[config.mk]
export PLATFORM = sky130hd
export DESIGN_NAME = falling_object_engine
export DESIGN_NICKNAME = d
export VERILOG_FILES = /design/src/rtl/falling_object_engine.sv
export SDC_FILE = /design/constraint.sdc
export NUM_CORES = 1
export LEC_CHECK = 0
export ABC_AREA = 1
export CAP_MARGIN = 10
export CORE_MARGIN = 3
export CORE_UTILIZATION = 51
export CTS_BUF_LIST = sky130_fd_sc_hd__clkbuf_2
export DETAILED_ROUTE_END_ITERATION = 16
export GPL_TIMING_DRIVEN = 0
export PLACE_DENSITY_LB_ADDON = 0.05
export SYNTH_ARGS = -nofsm -noshare
export SYNTH_HDL_FRONTEND = slang
export SYNTH_SLANG_ARGS = --single-unit
[constraint.sdc]
create_clock -name CLK -period 2.59 [get_ports CLK]
set_input_delay 0.518 -clock CLK [delete_from_list [all_inputs] [get_ports CLK]]
set_output_delay 0.518 -clock CLK [all_outputs]
set_load 0.02 [all_outputs]
[src/rtl/falling_object_engine.sv]
// Multi-object falling engine for the dodge game: LFSR spawn column, per-object
// fall speed, player collision, dodge scoring, hit counting and game-over latch.
module falling_object_engine #(
   parameter int          NUM_OBJ   = 2,
   parameter int          COLS      = 8,
   parameter int          ROWS      = 8,
   parameter int          COL_W     = 3,
   parameter int          ROW_W     = 3,
   parameter int          PERIOD_W  = 8,
   parameter int          HP_MAX    = 9,
   parameter logic [15:0] LFSR_SEED = 16'hACE1
) (
   input  logic                         CLK,
   input  logic                         Clear,
   input  logic                         tick,
   input  logic                         pause,
   input  logic [NUM_OBJ*PERIOD_W-1:0]  fall_period,
   input  logic [COL_W-1:0]             player_col,
   input  logic [ROW_W-1:0]             player_row,
   output logic [NUM_OBJ-1:0]           obj_active,
   output logic [NUM_OBJ*ROW_W-1:0]     obj_row,
   output logic [NUM_OBJ*COL_W-1:0]     obj_col,
   output logic [NUM_OBJ-1:0]           hit,
   output logic [NUM_OBJ-1:0]           dodge,
   output logic [3:0]                   hits,
   output logic [7:0]                   score,
   output logic                         game_over
);

   localparam logic [ROW_W-1:0] ROW_LAST = ROW_W'(ROWS - 1);
   localparam logic [COL_W:0]   COLS_W   = (COL_W + 1)'(COLS);
   localparam logic [3:0]       HP_LIM   = 4'(HP_MAX);

   typedef enum logic {S_IDLE = 1'b0, S_FALL = 1'b1} obj_state_t;

   obj_state_t            state_q [NUM_OBJ];
   obj_state_t            state_d [NUM_OBJ];
   logic [ROW_W-1:0]      row_q   [NUM_OBJ];
   logic [ROW_W-1:0]      row_d   [NUM_OBJ];
   logic [COL_W-1:0]      col_q   [NUM_OBJ];
   logic [COL_W-1:0]      col_d   [NUM_OBJ];
   logic [PERIOD_W-1:0]   cnt_q   [NUM_OBJ];
   logic [PERIOD_W-1:0]   cnt_d   [NUM_OBJ];
   logic [NUM_OBJ-1:0]    hit_q, hit_d, dodge_q, dodge_d;
   logic [3:0]            hits_q, hits_d;
   logic [7:0]            score_q, score_d;
   logic                  game_over_q, game_over_d;
   logic [15:0]           lfsr_q, lfsr_d;

   logic                  frozen, spawn_taken;
   logic [COL_W:0]        col_raw;
   logic [COL_W-1:0]      spawn_col;
   logic [PERIOD_W-1:0]   fp, fp_last;
   logic [3:0]            n_hit, n_dodge;
   logic [4:0]            hit_sum;
   logic [8:0]            score_sum;

   // Galois LFSR x^16+x^14+x^13+x^11, free-running even while frozen
   always_comb begin
      lfsr_d    = {1'b0, lfsr_q[15:1]} ^ (lfsr_q[0] ? 16'hB400 : 16'h0000);
      col_raw   = {1'b0, lfsr_q[COL_W-1:0]};
      spawn_col = (col_raw >= COLS_W) ? COL_W'(col_raw - COLS_W) : col_raw[COL_W-1:0];
   end

   assign frozen = pause | game_over_q;

   always_comb begin
      spawn_taken = 1'b0;
      fp          = '0;
      fp_last     = '0;
      hit_d       = '0;
      dodge_d     = '0;
      for (int i = 0; i < NUM_OBJ; i++) begin
         state_d[i] = state_q[i];
         row_d[i]   = row_q[i];
         col_d[i]   = col_q[i];
         cnt_d[i]   = cnt_q[i];
      end
      if (!frozen) begin
         for (int i = 0; i < NUM_OBJ; i++) begin
            fp      = fall_period[i*PERIOD_W +: PERIOD_W];
            fp_last = (fp == '0) ? '0 : fp - 1'b1;
            if (state_q[i] == S_FALL) begin
               // a strike wins over any step or dodge in the same cycle
               if (row_q[i] == player_row && col_q[i] == player_col) begin
                  state_d[i] = S_IDLE;
                  hit_d[i]   = 1'b1;
               end else if (tick) begin
                  if (cnt_q[i] >= fp_last) begin
                     cnt_d[i] = '0;
                     if (row_q[i] == ROW_LAST) begin
                        state_d[i] = S_IDLE;
                        dodge_d[i] = 1'b1;
                     end else begin
                        row_d[i] = row_q[i] + 1'b1;
                     end
                  end else begin
                     cnt_d[i] = cnt_q[i] + 1'b1;
                  end
               end
            end else if (tick && !spawn_taken) begin
               spawn_taken = 1'b1;
               state_d[i]  = S_FALL;
               row_d[i]    = '0;
               col_d[i]    = spawn_col;
               cnt_d[i]    = '0;
            end
         end
      end
   end

   always_comb begin
      n_hit   = '0;
      n_dodge = '0;
      for (int i = 0; i < NUM_OBJ; i++) begin
         n_hit   = n_hit + 4'(hit_d[i]);
         n_dodge = n_dodge + 4'(dodge_d[i]);
      end
      hit_sum     = 5'(hits_q) + 5'(n_hit);
      hits_d      = (hit_sum >= 5'(HP_MAX)) ? HP_LIM : hit_sum[3:0];
      score_sum   = 9'(score_q) + 9'(n_dodge);
      score_d     = score_sum[8] ? 8'hFF : score_sum[7:0];
      game_over_d = game_over_q | (hits_q >= HP_LIM);
   end

   always_ff @(posedge CLK or negedge Clear) begin
      if (!Clear) begin
         for (int i = 0; i < NUM_OBJ; i++) begin
            state_q[i] <= S_IDLE;
            row_q[i]   <= '0;
            col_q[i]   <= '0;
            cnt_q[i]   <= '0;
         end
         hit_q       <= '0;
         dodge_q     <= '0;
         hits_q      <= '0;
         score_q     <= '0;
         game_over_q <= 1'b0;
         lfsr_q      <= LFSR_SEED;
      end else begin
         for (int i = 0; i < NUM_OBJ; i++) begin
            state_q[i] <= state_d[i];
            row_q[i]   <= row_d[i];
            col_q[i]   <= col_d[i];
            cnt_q[i]   <= cnt_d[i];
         end
         hit_q       <= hit_d;
         dodge_q     <= dodge_d;
         hits_q      <= hits_d;
         score_q     <= score_d;
         game_over_q <= game_over_d;
         lfsr_q      <= lfsr_d;
      end
   end

   for (genvar g = 0; g < NUM_OBJ; g++) begin : g_out
      assign obj_active[g]               = (state_q[g] == S_FALL);
      assign obj_row[g*ROW_W +: ROW_W]   = row_q[g];
      assign obj_col[g*COL_W +: COL_W]   = col_q[g];
   end

   assign hit       = hit_q;
   assign dodge     = dodge_q;
   assign hits      = hits_q;
   assign score     = score_q;
   assign game_over = game_over_q;

endmodule

Word-level counts from Yosys, hierarchy flattened
Cells that the tools add are included.
{"block": "word_totals", "ff_bits": 63}
{"block": "classes", "n_eq_ne": 13, "bitwise_logic": 6, "n_addsub": 10, "reduce_logical": 15, "muxes": 57, "magnitude_cmp": 4}
{"op": "8-bit 2-to-1 mux", "count": 13}
{"op": "3-bit 2-to-1 mux", "count": 12}
{"op": "1-bit 2-to-1 mux", "count": 28}
{"op": "8-bit by 1-bit adder with 8-bit output (second input constant)", "count": 2}
{"op": "8-bit >= comparator", "count": 2}
{"op": "8-bit logical NOT", "count": 2}
{"op": "16-bit 2-to-1 mux", "count": 1}
{"op": "8-bit by 1-bit subtractor with 8-bit output (second input constant)", "count": 2}
{"op": "15-bit by 16-bit XOR with 16-bit output", "count": 1}
{"op": "3-bit equality test", "count": 4}
{"op": "6-bit AND reduction", "count": 2}
{"op": "2-bit inequality test (second input constant)", "count": 5}
{"op": "8-bit by 2-bit adder with 9-bit output", "count": 1}
{"op": "4-bit AND reduction", "count": 2}
{"op": "3-bit by 1-bit adder with 3-bit output (second input constant)", "count": 2}
{"op": "3-bit equality test (second input constant)", "count": 2}
{"op": "3-bit AND reduction", "count": 2}
{"op": "2-bit nonzero test", "count": 3}
{"op": "4-bit by 2-bit adder with 5-bit output", "count": 1}
{"op": "5-bit by 4-bit >= comparator with 1-bit output (second input constant)", "count": 1}
{"op": "1-bit by 1-bit adder with 2-bit output", "count": 2}
{"op": "4-bit >= comparator (second input constant)", "count": 1}
{"op": "2-bit 2-to-1 mux", "count": 2}
{"op": "4-bit 2-to-1 mux", "count": 1}
{"op": "other kinds (5)", "count": 11}

Logic depth before layout (Yosys ltp)
{"block": "depth", "ltp_word": 11, "ltp_mapped": 27, "depth_no_buf": 27}

Least setup slack after synthesis
Ideal clock, no wire load.
{"block": "synth_path", "path_kind": "input -> register", "from": "input fall_period[8]", "to": "register score_q[6], in the netlist score[6]", "setup_ns": 0.082, "path_stages": 26, "path_slack_ns": -0.882, "arrival_ns": 3.390, "required_ns": 2.508, "cell_sequence": "inv_1 > ha_1 > nand2_1 > inv_1 > nand2_1 > nor3_1 > or2_2 > ha_1 > nand2_1 > nand3_1 > nand2_1 > nand2_1 > nand2_1 > nand2_1 > nand3_1 > nor2_1 > inv_1 > fa_1 > inv_1 > ha_1 > nand2_1 > nor2_1 > inv_1 > nor2_1 > a21oi_1 > a31oi_1"}
{"block": "synth_via", "elab_chain_len": 11, "word_cells_on_any_way": 12}
{"element": "start, declared", "line_no": "17", "text": "input logic [NUM_OBJ*PERIOD_W-1:0] fall_period,"}
{"element": "8-bit by 1-bit subtractor with 8-bit output / 8-bit logical NOT (equally long branches)", "line_no": "82", "text": "fp_last = (fp == '0) ? '0 : fp - 1'b1;"}
{"element": "8-bit 2-to-1 mux (*)", "line_no": "82"}
{"element": "8-bit >= comparator (*)", "line_no": "89", "text": "if (cnt_q[i] >= fp_last) begin"}
{"element": "1-bit 2-to-1 mux (*)", "line_no": "89"}
{"element": "1-bit 2-to-1 mux (*)", "line_no": "88", "text": "end else if (tick) begin"}
{"element": "1-bit 2-to-1 mux (*)", "line_no": "85", "text": "if (row_q[i] == player_row && col_q[i] == player_col) begin"}
{"element": "1-bit 2-to-1 mux (*)", "line_no": "83", "text": "if (state_q[i] == S_FALL) begin"}
{"element": "2-bit 2-to-1 mux (*)", "line_no": "79", "text": "if (!frozen) begin"}
{"element": "named net dodge_d[1]", "line_no": "44", "text": "logic [NUM_OBJ-1:0] hit_q, hit_d, dodge_q, dodge_d;"}
{"element": "1-bit by 1-bit adder with 2-bit output (*)", "line_no": "117", "text": "n_dodge = n_dodge + 4'(dodge_d[i]);"}
{"element": "8-bit by 2-bit adder with 9-bit output (*)", "line_no": "121", "text": "score_sum = 9'(score_q) + 9'(n_dodge);"}
{"element": "8-bit 2-to-1 mux (*)", "line_no": "122", "text": "score_d = score_sum[8] ? 8'hFF : score_sum[7:0];"}
{"element": "named net score_d[6]", "line_no": "46", "text": "logic [7:0] score_q, score_d;"}
{"element": "end signal, assigned", "line_no": "150", "text": "score_q <= score_d;"}
{"element": "end, declared", "line_no": "46"}
The timed path passes the listed nets; every way through them passes the cells marked *.
A chain may end at the register's enable or synchronous reset.

Worst setup path in the final report
{"block": "layout_path", "from": "input fall_period[1]", "to": "register score_q[6], in the netlist score[6]"}
Same word-level chain as after synthesis.

==> report_table.html <==
<table>
<tr><th>Metric</th><th>Value</th></tr>
<tr><th colspan="2">STA</th></tr>
<tr><td>Clock period minus final worst setup slack</td><td>3.07 ns</td></tr>
<tr><td>Final count of pins violating max slew</td><td>0</td></tr>
<tr><td>Total negative setup slack</td><td>-3.20 ns</td></tr>
<tr><td>Hold violation count in the final report</td><td>0</td></tr>
<tr><td>Tcrit/Tclk final</td><td>1.19</td></tr>
<tr><td>Fmax</td><td>325 MHz</td></tr>
<tr><td>Slew of the pin with the lowest slew margin</td><td>0.516 ns</td></tr>
<tr><td>Max-slew headroom</td><td>0.656</td></tr>
<tr><td>Slack of the critical path</td><td>-0.483 ns</td></tr>
<tr><td>Final setup fails</td><td>8</td></tr>
<tr><td>Setup repair after global routing missed its margin</td><td>true</td></tr>
<tr><td>Fin Clk Skew</td><td>0.0143 ns</td></tr>
<tr><th colspan="2">Setup path</th></tr>
<tr><td>Cell with the largest stage delay on the worst path</td><td>sky130_fd_sc_hd__ha_1</td></tr>
<tr><td>Highest fanout seen on the critical path</td><td>3</td></tr>
<tr><td>Worst setup path class</td><td>input pin to register</td></tr>
<tr><td>Endpoint type of the worst setup path</td><td>register</td></tr>
<tr><td>Required time reported for the critical path endpoint</td><td>3.01 ns</td></tr>
<tr><td>Type of origin of the critical path</td><td>input pin</td></tr>
<tr><td>Arrival time worst endpoint</td><td>3.49 ns</td></tr>
<tr><td>Critical Path Most Common Cell</td><td>sky130_fd_sc_hd__inv_2</td></tr>
<tr><td>Delay of the slowest cell on the worst path</td><td>0.33 ns</td></tr>
<tr><th colspan="2">Yosys</th></tr>
<tr><td>Post-Syn Area</td><td>3840 µm²</td></tr>
<tr><td>Top post-synthesis cells by count</td><td>sky130_fd_sc_hd__nand2_1, sky130_fd_sc_hd__inv_1, sky130_fd_sc_hd__dfrtp_1</td></tr>
<tr><td>Synth top area share</td><td>0.358</td></tr>
<tr><td>Net count of the mapped netlist</td><td>527</td></tr>
<tr><td>Dominant combinational cell family by area after synthesis</td><td>simple AND/OR/NAND/NOR gates</td></tr>
<tr><td>Part of the Yosys area used for sequential elements</td><td>0.413</td></tr>
<tr><td>EDFF count, synth</td><td>0</td></tr>
<tr><td>Synth Flop Type</td><td>sky130_fd_sc_hd__dfrtp_1</td></tr>
<tr><td>Cell variety after synth</td><td>41</td></tr>
<tr><td>Proportion of synthesized flip-flops having asynchronous set or reset</td><td>1.00</td></tr>
<tr><td>Count of state elements after synthesis</td><td>63</td></tr>
<tr><td>Arithmetic-cell share of the synthesized area counting full adders, half adders and majority gates</td><td>0.0951</td></tr>
<tr><td>Gate count after technology mapping</td><td>473</td></tr>
<tr><td>Share of the synthesized area in compound gates (AO/OA/AOI/OAI)</td><td>0.0531</td></tr>
<tr><td>Xor and xnor fraction of the mapped netlist area</td><td>0.0593</td></tr>
<tr><td>Area contributors post-synth</td><td>sky130_fd_sc_hd__dfrtp_1, sky130_fd_sc_hd__nand2_1, sky130_fd_sc_hd__ha_1, sky130_fd_sc_hd__inv_1, sky130_fd_sc_hd__dfstp_2</td></tr>
<tr><td>Cell type contributing the most total cell area after synthesis</td><td>sky130_fd_sc_hd__dfrtp_1</td></tr>
<tr><td>Yosys warnings</td><td>0</td></tr>
<tr><td>Avg Inst Size Synth</td><td>8.12 µm²</td></tr>
<tr><td>Share of cell area taken by muxes after synthesis</td><td>0.00554</td></tr>
<tr><td>Most common cell in the synthesized netlist</td><td>sky130_fd_sc_hd__nand2_1</td></tr>
<tr><td>Post-synthesis share of cell area spent on and, or, nand and nor gates</td><td>0.298</td></tr>
<tr><th colspan="2">Floorplan</th></tr>
<tr><td>Placeable core area</td><td>7290 µm²</td></tr>
<tr><td>I/O Pins</td><td>57</td></tr>
<tr><td>Die X-Extent</td><td>92.8 µm</td></tr>
<tr><td>Number of cell rows</td><td>31</td></tr>
<tr><td>Die Footprint</td><td>8610 µm²</td></tr>
<tr><td>Starting utilization of the core area</td><td>0.527</td></tr>
<tr><td>Vertical die dimension</td><td>92.8 µm</td></tr>
<tr><th colspan="2">Finish</th></tr>
<tr><td>Share of cells above drive strength 1</td><td>0.253</td></tr>
<tr><td>Number of fillers in the final layout</td><td>648</td></tr>
<tr><td>Nets</td><td>614</td></tr>
<tr><td>Layout area overhead</td><td>32.7%</td></tr>
<tr><td>Antenna cell count</td><td>0</td></tr>
<tr><td>Number of standard cells in the layout, taps in and fillers out</td><td>664</td></tr>
<tr><th colspan="2">Global routing</th></tr>
<tr><td>Via count of the first global-routing pass</td><td>3190</td></tr>
<tr><td>Number of antenna violations at the first check in global routing</td><td>0</td></tr>
<tr><td>Global-route total usage across every layer</td><td>0.203</td></tr>
<tr><td>Pin count of the biggest net entering global routing</td><td>43</td></tr>
<tr><td>Overflow after GRT</td><td>0</td></tr>
<tr><td>Wire length of the first global-routing pass</td><td>14.0 mm</td></tr>
<tr><th colspan="2">Power and ir drop</th></tr>
<tr><td>Static power due to leakage</td><td>0.00264 µW</td></tr>
<tr><td>Worst-case vdd ir drop</td><td>645 µV</td></tr>
<tr><td>Pwr/cell area</td><td>571 nW/µm²</td></tr>
<tr><th colspan="2">CTS</th></tr>
<tr><td>TritonCTS Buffers</td><td>9</td></tr>
<tr><td>H-tree levels</td><td>3</td></tr>
<tr><td>Maximum clock path buffer count</td><td>2</td></tr>
<tr><td>Root cell of the clock tree</td><td>sky130_fd_sc_hd__clkbuf_2</td></tr>
<tr><td>Clk_lat worst skew</td><td>0.50 ns</td></tr>
<tr><td>Sink count of the clock tree</td><td>63</td></tr>
<tr><td>Clock tree from TritonCTS</td><td>built</td></tr>
<tr><td>Clock transition time at the flip-flop clock pins of the worst setup and hold paths</td><td>0.20 ns</td></tr>
<tr><th colspan="2">Route</th></tr>
<tr><td>Post-Route WL</td><td>8.27 mm</td></tr>
<tr><td>Total vias in the final route</td><td>3291</td></tr>
<tr><td>Routed len/inst</td><td>12.5 µm</td></tr>
<tr><td>Via-per-instance ratio</td><td>4.96</td></tr>
<tr><td>Length of the first detailed-routing pass in iterations</td><td>4</td></tr>
<tr><td>Drt drc</td><td>0</td></tr>
<tr><td>Detail Route Antenna Nets</td><td>0</td></tr>
<tr><td>Drt initial violations</td><td>118</td></tr>
<tr><th colspan="2">Outcome</th></tr>
<tr><td>Violations in the final reports</td><td>negative setup slack</td></tr>
<tr><td>Result of the run</td><td>finished, violations left</td></tr>
<tr><th colspan="2">Placement</th></tr>
<tr><td>Placed Instances</td><td>629</td></tr>
<tr><td>Worst setup slack after placement</td><td>-1.77 ns</td></tr>
<tr><td>Number of port buffers</td><td>56</td></tr>
<tr><td>Post-DP HPWL</td><td>5.94 mm</td></tr>
<tr><td>GP Congestion</td><td>0.842</td></tr>
<tr><th colspan="2">Flow run</th></tr>
<tr><td>Max capacitance violation total</td><td>0</td></tr>
<tr><th colspan="2">Min path</th></tr>
<tr><td>Type of the tightest min-delay check</td><td>register to register</td></tr>
</table>
## layer usage
| layer | track usage | vias up | routed length [µm] |
|---|---|---|---|
| li1 | - | 1684 | - |
| met3 | 0.0544 | 7 | 220 |
| met4 | 0.0464 | 0 | 80 |
| met2 | 0.347 | 47 | 4280 |
| met1 | 0.257 | 1553 | 3690 |
| met5 | 0 | - | 0 |
## timing repair
action                     in CTS  in global routing
setup buffers                  15                  3
setup endpoints to repair      28                  8
pin swaps                      28                 21
hold endpoints to repair       21                  0
resized for setup              66                 34
hold buffers                    1                  0
## logic make-up after synthesis
family                   Yosys count
adder cells (fa/ha/maj)           28
buffers and inverters             72
XOR/XNOR                          26
flip-flops                        63
multiplexers                       2
AO/OA/AOI/OAI                     34
AND/OR/NAND/NOR                  248
## final timing paths
check | start | endpoint | slack, ns | cells past startpoint
hold / removal | lfsr_q[7] | lfsr_q[6] | 0.37 | 0
setup reg to reg | cnt_q[0] | score[6] | -0.13 | 20
max in group asynchronous | Clear | lfsr_q[10] | 1.45 | 3
hold reg to reg | lfsr_q[7] | lfsr_q[6] | 0.37 | 0
setup / recovery | fall_period[1] | score[6] | -0.48 | 25
min in group asynchronous | Clear | obj_col[4] | 0.48 | 2
## registers in the layout, indices dropped and copies added (netlist names)
| signal | count |
|---|---|
| cnt_q | 16 |
| dodge | 2 |
| game_over | 1 |
| hit | 2 |
| hits | 4 |
| lfsr_q | 16 |
| obj_active | 2 |
| obj_col | 6 |
| obj_row | 6 |
| score | 8 |
## report_power, final
part / switching (µW) / leakage [µW] / internal (µW)
Sequential: 151 / 0.000809 / 1090
Clock: 401 / 0.0000835 / 331
Combinational: 530 / 0.00175 / 410
Total: 1080 / 0.00264 / 1830
## metrics by stage
stage	power [µW]	hold slack (ns)	area (µm²)	utilization
2_1_floorplan	1850	0.222	3950	-
3_3_place_gp	2150	0.333	4630	0.635
3_5_place_dp	2170	0.336	4650	0.637
4_1_cts	2940	0.373	4990	0.684
5_1_grt	3150	0.381	5100	0.699
6_report	2910	0.371	5100	0.699
## area by class of cell
type / instances / area, µm² / area share
plain buffers: 5 / 32.5 / 0.00638
clock buffers: 9 / 45.0 / 0.00884
clock inverters: 7 / 103 / 0.0201
inverters: 67 / 277 / 0.0542
multi-input cells: 338 / 2230 / 0.437
flip-flops and latches: 63 / 1590 / 0.311
well taps: 99 / 124 / 0.0243
repair buffers: 76 / 701 / 0.137
## critical path: cells and delay by family
kind                       cells  cell delay [ns]
AOI/OAI and AO/OA              3             0.36
adders and majority gates      4             0.93
and+or+nand+nor               11             1.14
buffers and inverters          7             0.53
## cells in the final DEF (no fill, tap or decap), types with 4 or more instances in the layout
master / count
sky130_fd_sc_hd__nand2_1: 109
sky130_fd_sc_hd__dfrtp_1: 55
sky130_fd_sc_hd__inv_1: 50
sky130_fd_sc_hd__clkdlybuf4s50_1: 39
sky130_fd_sc_hd__nor2_1: 33
sky130_fd_sc_hd__nand3_1: 30
sky130_fd_sc_hd__ha_1: 22
sky130_fd_sc_hd__xor2_1: 19
sky130_fd_sc_hd__buf_4: 19
sky130_fd_sc_hd__inv_2: 14
sky130_fd_sc_hd__nand2_2: 12
sky130_fd_sc_hd__o21ai_0: 11
sky130_fd_sc_hd__clkbuf_2: 11
sky130_fd_sc_hd__nor2_2: 10
sky130_fd_sc_hd__a21oi_1: 9
sky130_fd_sc_hd__nand4_1: 9
sky130_fd_sc_hd__nor3_1: 8
sky130_fd_sc_hd__dfstp_2: 8
sky130_fd_sc_hd__xnor2_1: 7
sky130_fd_sc_hd__nand2_4: 6
sky130_fd_sc_hd__buf_2: 6
sky130_fd_sc_hd__or2_2: 6
sky130_fd_sc_hd__nor2_4: 5
sky130_fd_sc_hd__dlygate4sd2_1: 5
sky130_fd_sc_hd__nor3_4: 4
sky130_fd_sc_hd__nor3_2: 4
sky130_fd_sc_hd__o21ai_1: 4
sky130_fd_sc_hd__nand3_2: 4
sky130_fd_sc_hd__inv_6: 4
sky130_fd_sc_hd__ha_4: 4
Note: power is estimated with default switching activity, not from simulation.
